### config.mk
export PLATFORM = sky130hd
export DESIGN_NAME = fifo_rd_stream_flat
export DESIGN_NICKNAME = d
export VERILOG_FILES = /design/src/rtl/fifo_rd_stream_if.sv /design/src/rtl/fifo_rd_stream.sv /design/src/flat_wrapper.sv
export SDC_FILE = /design/constraint.sdc
export NUM_CORES = 1
export LEC_CHECK = 0
export ABC_AREA = 1
export BUFFER_PORTS_ARGS = -buffer_cell sky130_fd_sc_hd__buf_2
export CELL_PAD_IN_SITES_DETAIL_PLACEMENT = 0
export CELL_PAD_IN_SITES_GLOBAL_PLACEMENT = 1
export CORE_UTILIZATION = 39
export DETAILED_ROUTE_END_ITERATION = 8
export PLACE_DENSITY_LB_ADDON = 0.2
export SYNTH_ARGS = -nofsm -noshare
export SYNTH_HDL_FRONTEND = slang
export SYNTH_SLANG_ARGS = --single-unit
### constraint.sdc
create_clock -name clk -period 2.33 [get_ports clk]
set_clock_uncertainty 0.15 [all_clocks]
set_input_delay 0.466 -clock clk [delete_from_list [all_inputs] [get_ports clk]]
set_output_delay 0.466 -clock clk [all_outputs]
set_load 0.02 [all_outputs]
### src/rtl/fifo_rd_stream_if.sv
// fifo_rd_stream_if: FIFO read port plus valid/ready stream seen by the FIFO read-side master.
interface fifo_rd_stream_if #(
    parameter int FIFO_WIDTH = 16
);
    logic                  fifo_empty;
    logic                  fifo_underflow;
    logic [FIFO_WIDTH-1:0] fifo_data_out;
    logic                  fifo_rd_en;
    logic                  m_valid;
    logic                  m_ready;
    logic [FIFO_WIDTH-1:0] m_data;

    modport master (
        input  fifo_empty, fifo_underflow, fifo_data_out, m_ready,
        output fifo_rd_en, m_valid, m_data
    );

    modport slave (
        output fifo_empty, fifo_underflow, fifo_data_out, m_ready,
        input  fifo_rd_en, m_valid, m_data
    );
endinterface

### src/rtl/fifo_rd_stream.sv
// fifo_rd_stream: drains a synchronous FIFO into a valid/ready stream through a 2-entry skid buffer.
module fifo_rd_stream #(
    parameter int FIFO_WIDTH = 16,
    parameter int CNT_W      = 16
) (
    input  logic             clk,
    input  logic             rst_n,
    input  logic             enable,
    fifo_rd_stream_if.master bus,
    output logic             err_underflow,
    output logic [CNT_W-1:0] xfer_count
);
    typedef enum logic [1:0] {EMPTY = 2'd0, ONE = 2'd1, TWO = 2'd2} state_t;

    state_t                state;
    logic                  inflight;
    logic                  pop;
    logic [1:0]            occ;
    logic [FIFO_WIDTH-1:0] head;
    logic [FIFO_WIDTH-1:0] tail;

    assign occ         = state;
    assign pop         = bus.m_valid && bus.m_ready;
    assign bus.m_valid = state != EMPTY;
    assign bus.m_data  = head;
    // Credit rule: buffered + arriving - leaving must leave room for the word this read returns.
    assign bus.fifo_rd_en = rst_n && enable && !bus.fifo_empty &&
                            ({1'b0, occ} + {2'b0, inflight} <= 3'd1 + {2'b0, pop});

    always_ff @(posedge clk or negedge rst_n) begin
        if (!rst_n) begin
            state         <= EMPTY;
            inflight      <= 1'b0;
            head          <= '0;
            tail          <= '0;
            err_underflow <= 1'b0;
            xfer_count    <= '0;
        end else begin
            inflight <= bus.fifo_rd_en;
            if (bus.fifo_underflow) err_underflow <= 1'b1;
            if (pop) xfer_count <= xfer_count + 1'b1;
            unique case (state)
                EMPTY: if (inflight) begin
                    head  <= bus.fifo_data_out;
                    state <= ONE;
                end
                ONE: begin
                    if (inflight && pop) head <= bus.fifo_data_out;
                    else if (inflight) begin
                        tail  <= bus.fifo_data_out;
                        state <= TWO;
                    end else if (pop) state <= EMPTY;
                end
                TWO: if (pop) begin
                    head  <= tail;
                    state <= ONE;
                end
                default: state <= EMPTY;
            endcase
        end
    end

    assert property (@(posedge clk) disable iff (!rst_n) !(state == TWO && inflight));
endmodule

### src/flat_wrapper.sv
// flat-port wrapper written by rule: the top's interface ports become plain ports
module fifo_rd_stream_flat 
#(
    parameter int FIFO_WIDTH = 16,
    parameter int CNT_W      = 16
)
  (clk, rst_n, enable, err_underflow, xfer_count, bus_fifo_empty, bus_fifo_underflow, bus_fifo_data_out, bus_m_ready, bus_fifo_rd_en, bus_m_valid, bus_m_data);
  fifo_rd_stream_if #(.FIFO_WIDTH(FIFO_WIDTH)) bus_i ();
  input  logic clk;
  input  logic rst_n;
  input  logic enable;
  output logic err_underflow;
  output logic [CNT_W-1:0] xfer_count;
  input wire logic [$bits(bus_i.fifo_empty)-1:0] bus_fifo_empty;
  input wire logic [$bits(bus_i.fifo_underflow)-1:0] bus_fifo_underflow;
  input wire logic [$bits(bus_i.fifo_data_out)-1:0] bus_fifo_data_out;
  input wire logic [$bits(bus_i.m_ready)-1:0] bus_m_ready;
  output wire logic [$bits(bus_i.fifo_rd_en)-1:0] bus_fifo_rd_en;
  output wire logic [$bits(bus_i.m_valid)-1:0] bus_m_valid;
  output wire logic [$bits(bus_i.m_data)-1:0] bus_m_data;
  assign bus_i.fifo_empty = bus_fifo_empty;
  assign bus_i.fifo_underflow = bus_fifo_underflow;
  assign bus_i.fifo_data_out = bus_fifo_data_out;
  assign bus_i.m_ready = bus_m_ready;
  assign bus_fifo_rd_en = bus_i.fifo_rd_en;
  assign bus_m_valid = bus_i.m_valid;
  assign bus_m_data = bus_i.m_data;
  fifo_rd_stream #(.FIFO_WIDTH(FIFO_WIDTH), .CNT_W(CNT_W)) u_core (.clk(clk), .rst_n(rst_n), .enable(enable), .bus(bus_i), .err_underflow(err_underflow), .xfer_count(xfer_count));
endmodule
==> impl_results.md, run 1 <==
- Status: finished, violations left
- Failing checks: setup timing
- First-pass GRT wire length: 9380 um
- Crit-path max cell delay: ~0.5 ns
- Slew @ Worst Pin: 0.660 ns
- CTS Sinks: 52
- IO buf count: 56
- Setup crit start kind: flop
- Setup violators final: 1
- Fill cells: 656
- Delay-heaviest family, CP: adder cells
- Register area share after synthesis: 51.0%
- Slew Limit Fails: 0
- Top cells by area, synth: dfrtp_1 51%, nand2_1 13%, inv_1 6.3%
- Cell count after synthesis: 320
- Switching Share: 40.8%
- CP max-delay cell: fa_1
- Largest net degree at the start of global routing: 53
- Most frequent cells after synthesis: 90 x nand2_1, 52 x dfrtp_1, 43 x inv_1, 37 x nor2_1, 27 x nand3_1
- # IOs: 57
- Post-synth top area share: 51.0%
- R2R cell count: 6
- Critical-path cell list: nor2_2 -> nor2_4 -> fa_1 -> inv_1 -> nand3b_1 -> nand2_1 -> a211oi_2 -> buf_4
- Fin. Hold Viols: 0
- Count leader, synth: nand2_1
- Initial core utilization: around 40%
- CP endpoint kind: output pin
- Pre-antenna DRT Iters: 5
- Final wirelength: 5380 um
- Final period utilization: 113%
- Via/cell ratio: about 4.6
- Remaining antenna violation count: 0
- Net count, final: 412
- Detail Placement HPWL: about 3900 um
- CTS Buffer Depth: 2
- Mean Syn Cell Area: 7.97 um^2
- Die area: 6870 um^2
- Cell Int Power: a little under 0.002 W
- Psw: 0.00135 W
- Post-synthesis cell area: 2550 um^2
- Routed length per instance: 11.6 um
- CTS tree: built
- Grt total ovfl: 0
- Clock Power Share: approximately 17%
- Number of global-route vias before repair: 2027
- H-Tree Depth: 2
- Cts hold-fix bufs: 0
- Placer Congestion: 0.801
- Max Cap Viol: 0
- Violation count after the first detailed-route iteration: approximately 120
- Layout cells sized above 1: 21.8%
- Core Region: 6310 um^2
- Area leader, netlist: dfrtp_1
- DRC: 0
- Minimum clock period: 2.64 ns
- Dominant synthesized flop cell: dfrtp_1
- CTS buffer count: 5
- Design Area, Final: between 3000 and 4000 um^2
- Crit path max fanout: 3
- GR Util All Layers: 16.9%
- Rows: 29
- Power, Total: 0.00330 W
- Worst-skew pair later-pin latency: 0.30 ns
- Reg power frac: 43.5%
- Synth Register Bits: 52
- Min-Delay Path Class: primary input to asynchronous set/reset pin
- Worst path depth: 8
- Comb power frac: 40.0%
- Req. time, crit path: 1.71 ns
- Fmax: ~380 MHz
- Syn Nets: around 350
- Setup bufs post-CTS: 0
- Initial antenna violation count: 0
- Synth warn: 0
- Post-Place Setup Slack: -0.115 ns
- Finished Layout Cells: 463
- ANT cells: 0
- Worst Path Buf+Inv: 2
- Die height: 82.9 um
- WS Path Type: flop to output pin
- Synth-to-Final Area Change: 20.2%
- P_leak: 1.68 nW
- Post-synth cell types: 27
- PwrDens: approximately 1100 nW/um^2
- Reg clk slew, reported paths: roughly 0.090 ns
- Rel. slew slack: between 50% and 60%
- DP Area: roughly 3000 um^2
- Async set-reset flop share out of synthesis: 100%
- Unrepaired setup endpoints after global routing: true
- Worst VDD drop: 480 uV
- Die X: 82.9 um
- Setup ws final: -0.312 ns
- Vias: 2142
- CP arrival: 2.03 ns
- EDFF count, synth: 0
- Root buf cell: clkbuf_8
- # placed instances: between 400 and 500
-- worst register-to-register path, delay by kind of cell, from the launching register on --
kind | cells | cell delay (ns)
buffers and inverters | 1 | 0.11
and+or+nand+nor | 4 | 0.60
AOI/OAI and AO/OA | 1 | 0.43
DFF | 1 | 0.42
-- power groups by stage --
| stage | Combinational (W) | Clock [W] | Sequential [W] |
|---|---|---|---|
| after floorplan | 0.000707 | 0 | 0.00166 |
| after global placement | 0.00133 | 0 | 0.00146 |
| after detailed placement | 0.00134 | 0 | 0.00146 |
| after CTS | 0.00135 | 0.000567 | 0.00144 |
| after global routing | 0.00149 | 0.000604 | 0.00148 |
| final | 0.00132 | 0.000545 | 0.00144 |
-- path summary, 6_finish.rpt --
path | startpoint | slack [ns] | endpoint
worst min register to register | u_core.err_underflow | 0.32 | u_core.err_underflow
worst max-delay path | u_core.occ[0] | -0.31 | bus_fifo_rd_en
worst max register to register | u_core.occ[0] | 0.52 | u_core.bus.m_data[2]
worst min-delay path | rst_n | 0.16 | u_core.err_underflow
min in group clk | bus_fifo_empty | 0.17 | u_core.inflight
max in group asynchronous | rst_n | 1.43 | u_core.bus.m_data[11]
-- layout by cell type, fill, tap and decap left out, types with 2 or more instances in the layout --
master / n
nor2_1: 37
inv_1: 43
clkbuf_8: 6
dfrtp_1: 52
buf_4: 12
nand3b_1: 2
nand4_1: 2
buf_2: 55
xnor2_1: 2
ha_1: 4
clkinvlp_4: 2
a21oi_1: 17
xor2_1: 4
nor2_2: 2
nand3_1: 27
o21ai_0: 19
nand2_1: 90
-- cells by family (layout without fill, tap and decap cells) --
logic type                 Yosys count  in the layout  share of synthesized area (%)
DFF                                 52             52                           51.0
AOI/OAI and AO/OA                   41             41                           8.83
buffers and inverters               52            118                           8.24
adders and majority gates            5              5                           2.75
and+or+nand+nor                    164            164                           27.1
xor gates and xnor gates             6              6                           2.06
-- final cells by class --
class | count | area (um^2) | area share, %
Sequential cell | 52 | 1300 | 42.4
Clock inverter | 2 | 15.0 | 0.490
Timing Repair Buffer | 67 | 365 | 11.9
Clock buffer | 6 | 82.6 | 2.69
Multi-Input combinational cell | 216 | 1040 | 34.0
Inverter | 43 | 161 | 5.27
Tap cell | 77 | 96.3 | 3.14
-- flip-flops by register name, summed over array words and instances, names as in the netlist --
name,count
u_core.bus.m_data,16
u_core.err_underflow,1
u_core.inflight,1
u_core.occ,2
u_core.tail,16
u_core.xfer_count,16
-- timing repair --
item / in CTS / in global routing
resized for setup: 1 / 0
cloned: 0 / 0
endpoints found under the setup margin: 1 / 1
-- stage by stage --
stage               utilization, %  hold WS [ns]  TNS [ns]
global placement              47.0         0.295   -0.0854
CTS                           48.6         0.160    -0.349
floorplan                        -        0.0204         0
finish                        48.6         0.160    -0.312
detailed placement            47.0         0.302    -0.115
global route                  48.6         0.159    -0.428
-- routing by layer --
| metal | global-route usage (%) | part of all wire (%) | vias to the layer above |
|---|---|---|---|
| met5 | 0 | 0 | - |
| met4 | 4.55 | 0.50 | 0 |
| met3 | 4.08 | 3.4 | 2 |
| met2 | 29.1 | 48 | 28 |
| met1 | 21.2 | 48 | 992 |
| li1 | - | - | 1120 |
No activity file was read; power rests on OpenSTA's default activity.
==> run 2: changes to the inputs <==
--- a/config.mk
+++ b/config.mk
@@ -12,6 +12,7 @@
 export CORE_UTILIZATION = 39
 export DETAILED_ROUTE_END_ITERATION = 8
 export PLACE_DENSITY_LB_ADDON = 0.2
+export RECOVER_POWER = 50
 export SYNTH_ARGS = -nofsm -noshare
 export SYNTH_HDL_FRONTEND = slang
 export SYNTH_SLANG_ARGS = --single-unit
==> run 2 against run 1 <==
The flow still finishes with violations (setup timing). Count of clock-buffer cells in the layout is the same. Core utilization shrank 0.44 points. Combinational power is essentially flat. First-iteration DRC count grew 1.7%. Register-to-register slack is essentially flat. Design area shrank 0.90%. Critical path type unchanged. Largest power group unchanged.
==> impl_results.md, run 2 (synthesis gave the netlist of run 1 again) <==
- Status: finished, violations left (unchanged)
- Failing checks: setup timing (unchanged)
- CTS Buffer Depth: 2 (unchanged)
- Rows: 29 (unchanged)
- Pre-antenna DRT Iters: 4 (was 5)
- Vias: 2137 (was 2142)
- Worst VDD drop: 480 uV (about the same)
- Setup ws final: -0.313 ns (was -0.312 ns)
- First-pass GRT wire length: 9380 um (unchanged)
- Layout cells sized above 1: 18.1% (was 21.8%)
- Minimum clock period: 2.64 ns (about the same)
- H-Tree Depth: 2 (unchanged)
- CTS Sinks: 52 (unchanged)
- # IOs: 57 (unchanged)
- Max Cap Viol: 0 (unchanged)
- Grt total ovfl: 0 (unchanged)
- Die X: 82.9 um (unchanged)
- Placer Congestion: 0.801 (unchanged)
- CP endpoint kind: output pin (unchanged)
- Reg2reg setup slack: 0.52 ns (about the same)
- Final period utilization: 113% (about the same)
- Fmax: 378 MHz (about the same)
- Final wirelength: 5390 um (was 5380 um)
- IO buf count: 56 (unchanged)
- Largest net degree at the start of global routing: 53 (unchanged)
- PwrDens: 1080 nW/um^2 (about the same)
- Setup_tns: -0.313 ns (was -0.312 ns)
- Initial core utilization: 40.4% (unchanged)
- Fill cells: 665 (was 656)
- DRC: 0 (unchanged)
- Root buf cell: clkbuf_8 (unchanged)
- GR Util All Layers: 16.9% (unchanged)
- Via/cell ratio: 4.62 (was 4.63)
- Cts hold-fix bufs: 0 (unchanged)
- Slew @ Worst Pin: 1.30 ns (was 0.660 ns)
- Worst-skew pair later-pin latency: 0.30 ns (about the same)
- Unrepaired setup endpoints after global routing: true (unchanged)
- ANT cells: 0 (unchanged)
- Fin. Hold Viols: 0 (unchanged)
- Most frequent cells in the layout: 90 x nand2_1, 52 x dfrtp_1, 44 x buf_2, 43 x inv_1, 37 x nor2_1 (was 90 x nand2_1, 55 x buf_2, 52 x dfrtp_1, 43 x inv_1, 37 x nor2_1)
- Initial antenna violation count: 0 (unchanged)
- Crit path max fanout: 3 (unchanged)
- Most common cell after layout, fill and taps aside: nand2_1 (unchanged)
- Die height: 82.9 um (unchanged)
- Core Region: 6310 um^2 (unchanged)
- CTS tree: built (unchanged)
- Die area: 6870 um^2 (unchanged)
- Reg area: 1300 um^2 (unchanged)
- Power, Total: 0.00328 W (was 0.00330 W)
- Reg clk slew, reported paths: 0.09 ns (about the same)
- Remaining antenna violation count: 0 (unchanged)
- Setup crit start kind: flop (unchanged)
- Routed length per instance: 11.7 um (was 11.6 um)
- Net count, final: 412 (unchanged)
- Req. time, crit path: 1.71 ns (about the same)
- Min-Delay Path Class: primary input to flop (was primary input to asynchronous set/reset pin)
- Slew Limit Fails: 0 (unchanged)
- Rel. slew slack: 13.2% (was 56.0%)
- Synth-to-Final Area Change: 19.1% (was 20.2%)
- Fin Hold WS: 0.168 ns (was 0.160 ns)
- Number of global-route vias before repair: 2027 (unchanged)
- Violation count after the first detailed-route iteration: 120 (was 118)
- Detail Placement HPWL: 3870 um (unchanged)
- CTS buffer count: 5 (unchanged)
- WS Path Type: flop to output pin (unchanged)
- Multi-input logic area: 1040 um^2 (about the same)
- P_leak: 1.64 nW (was 1.68 nW)
- CP arrival: 2.03 ns (about the same)
- Setup violators final: 1 (unchanged)
## run 2: cell types whose count changed in the layout (fill, tap and decap cells not counted)
| cell | delta |
|---|---|
| clkbuf_2 | +1 |
| buf_4 | -3 |
| o21ai_2 | -1 |
| buf_2 | -11 |
| clkbuf_1 | +13 |
| o21ai_0 | +1 |
## run 2: per-layer routing
layer / share of wire [%] / global-route usage [%] / wire (um) / vias to the layer above
met5: 0 / 0 / 0 / -
met4: 1.0 / 4.55 / 55 / 0
met1: 47 / 21.2 / 2560 / 984
met3: 3.8 / 4.08 / 205 / 4
met2: 48 / 29.1 / 2580 / 30
li1: - / - / - / 1119
## run 2: area by class of cell
class | count | share of cell area [%]
sequential | 52 | 42.8
multi-input combinational | 216 | 34.2
tap | 77 | 3.17
clock inverter | 2 | 0.494
clock buffer | 6 | 2.72
inverter | 43 | 5.31
timing repair buffer | 67 | 11.2
## run 2: path summary, 6_finish.rpt
check | to | cells past startpoint | start
worst max-delay path | bus_fifo_rd_en | 8 | u_core.occ[0]
worst min-delay path | u_core.inflight | 2 | bus_fifo_empty
worst max register to register | u_core.bus.m_data[2] | 6 | u_core.occ[0]
worst min register to register | u_core.err_underflow | 1 | u_core.err_underflow
max in group asynchronous | u_core.bus.m_data[11] | 2 | rst_n
min in group asynchronous | u_core.err_underflow | 2 | rst_n
## run 2: report_power, final
group / internal [W] / switching, W / leakage [nW] / total [W]
registers: 0.00124 / 0.000201 / 0.622 / 0.00144
clock network: 0.000241 / 0.000306 / 0.0434 / 0.000547
logic: 0.000447 / 0.000848 / 0.978 / 0.00129
## run 2: what timing repair did
item                       CTS  global route
setup buffers                0             0
pin swaps                    0             0
setup endpoints to repair    1             1
gates resized for setup      1             0
## run 2: stage by stage
step	instance area, um^2	instances	setup slack [ns]	utilization, %
3_3_place_gp	2970	455	-0.0854	47.0
5_1_grt	3040	463	-0.428	48.1
3_5_place_dp	2970	455	-0.115	47.0
2_1_floorplan	2550	320	0.0111	-
4_1_cts	3070	463	-0.349	48.6
6_report	3040	463	-0.313	48.1
## run 2: worst max-delay path: stages, from the launching register on
cell and delay, ns:
dfrtp_1 0.42, nor2_2 0.18, nor2_4 0.05, fa_1 0.50, inv_1 0.05, nand3b_1 0.08
nand2_1 0.06, a211oi_2 0.21, buf_4 0.18
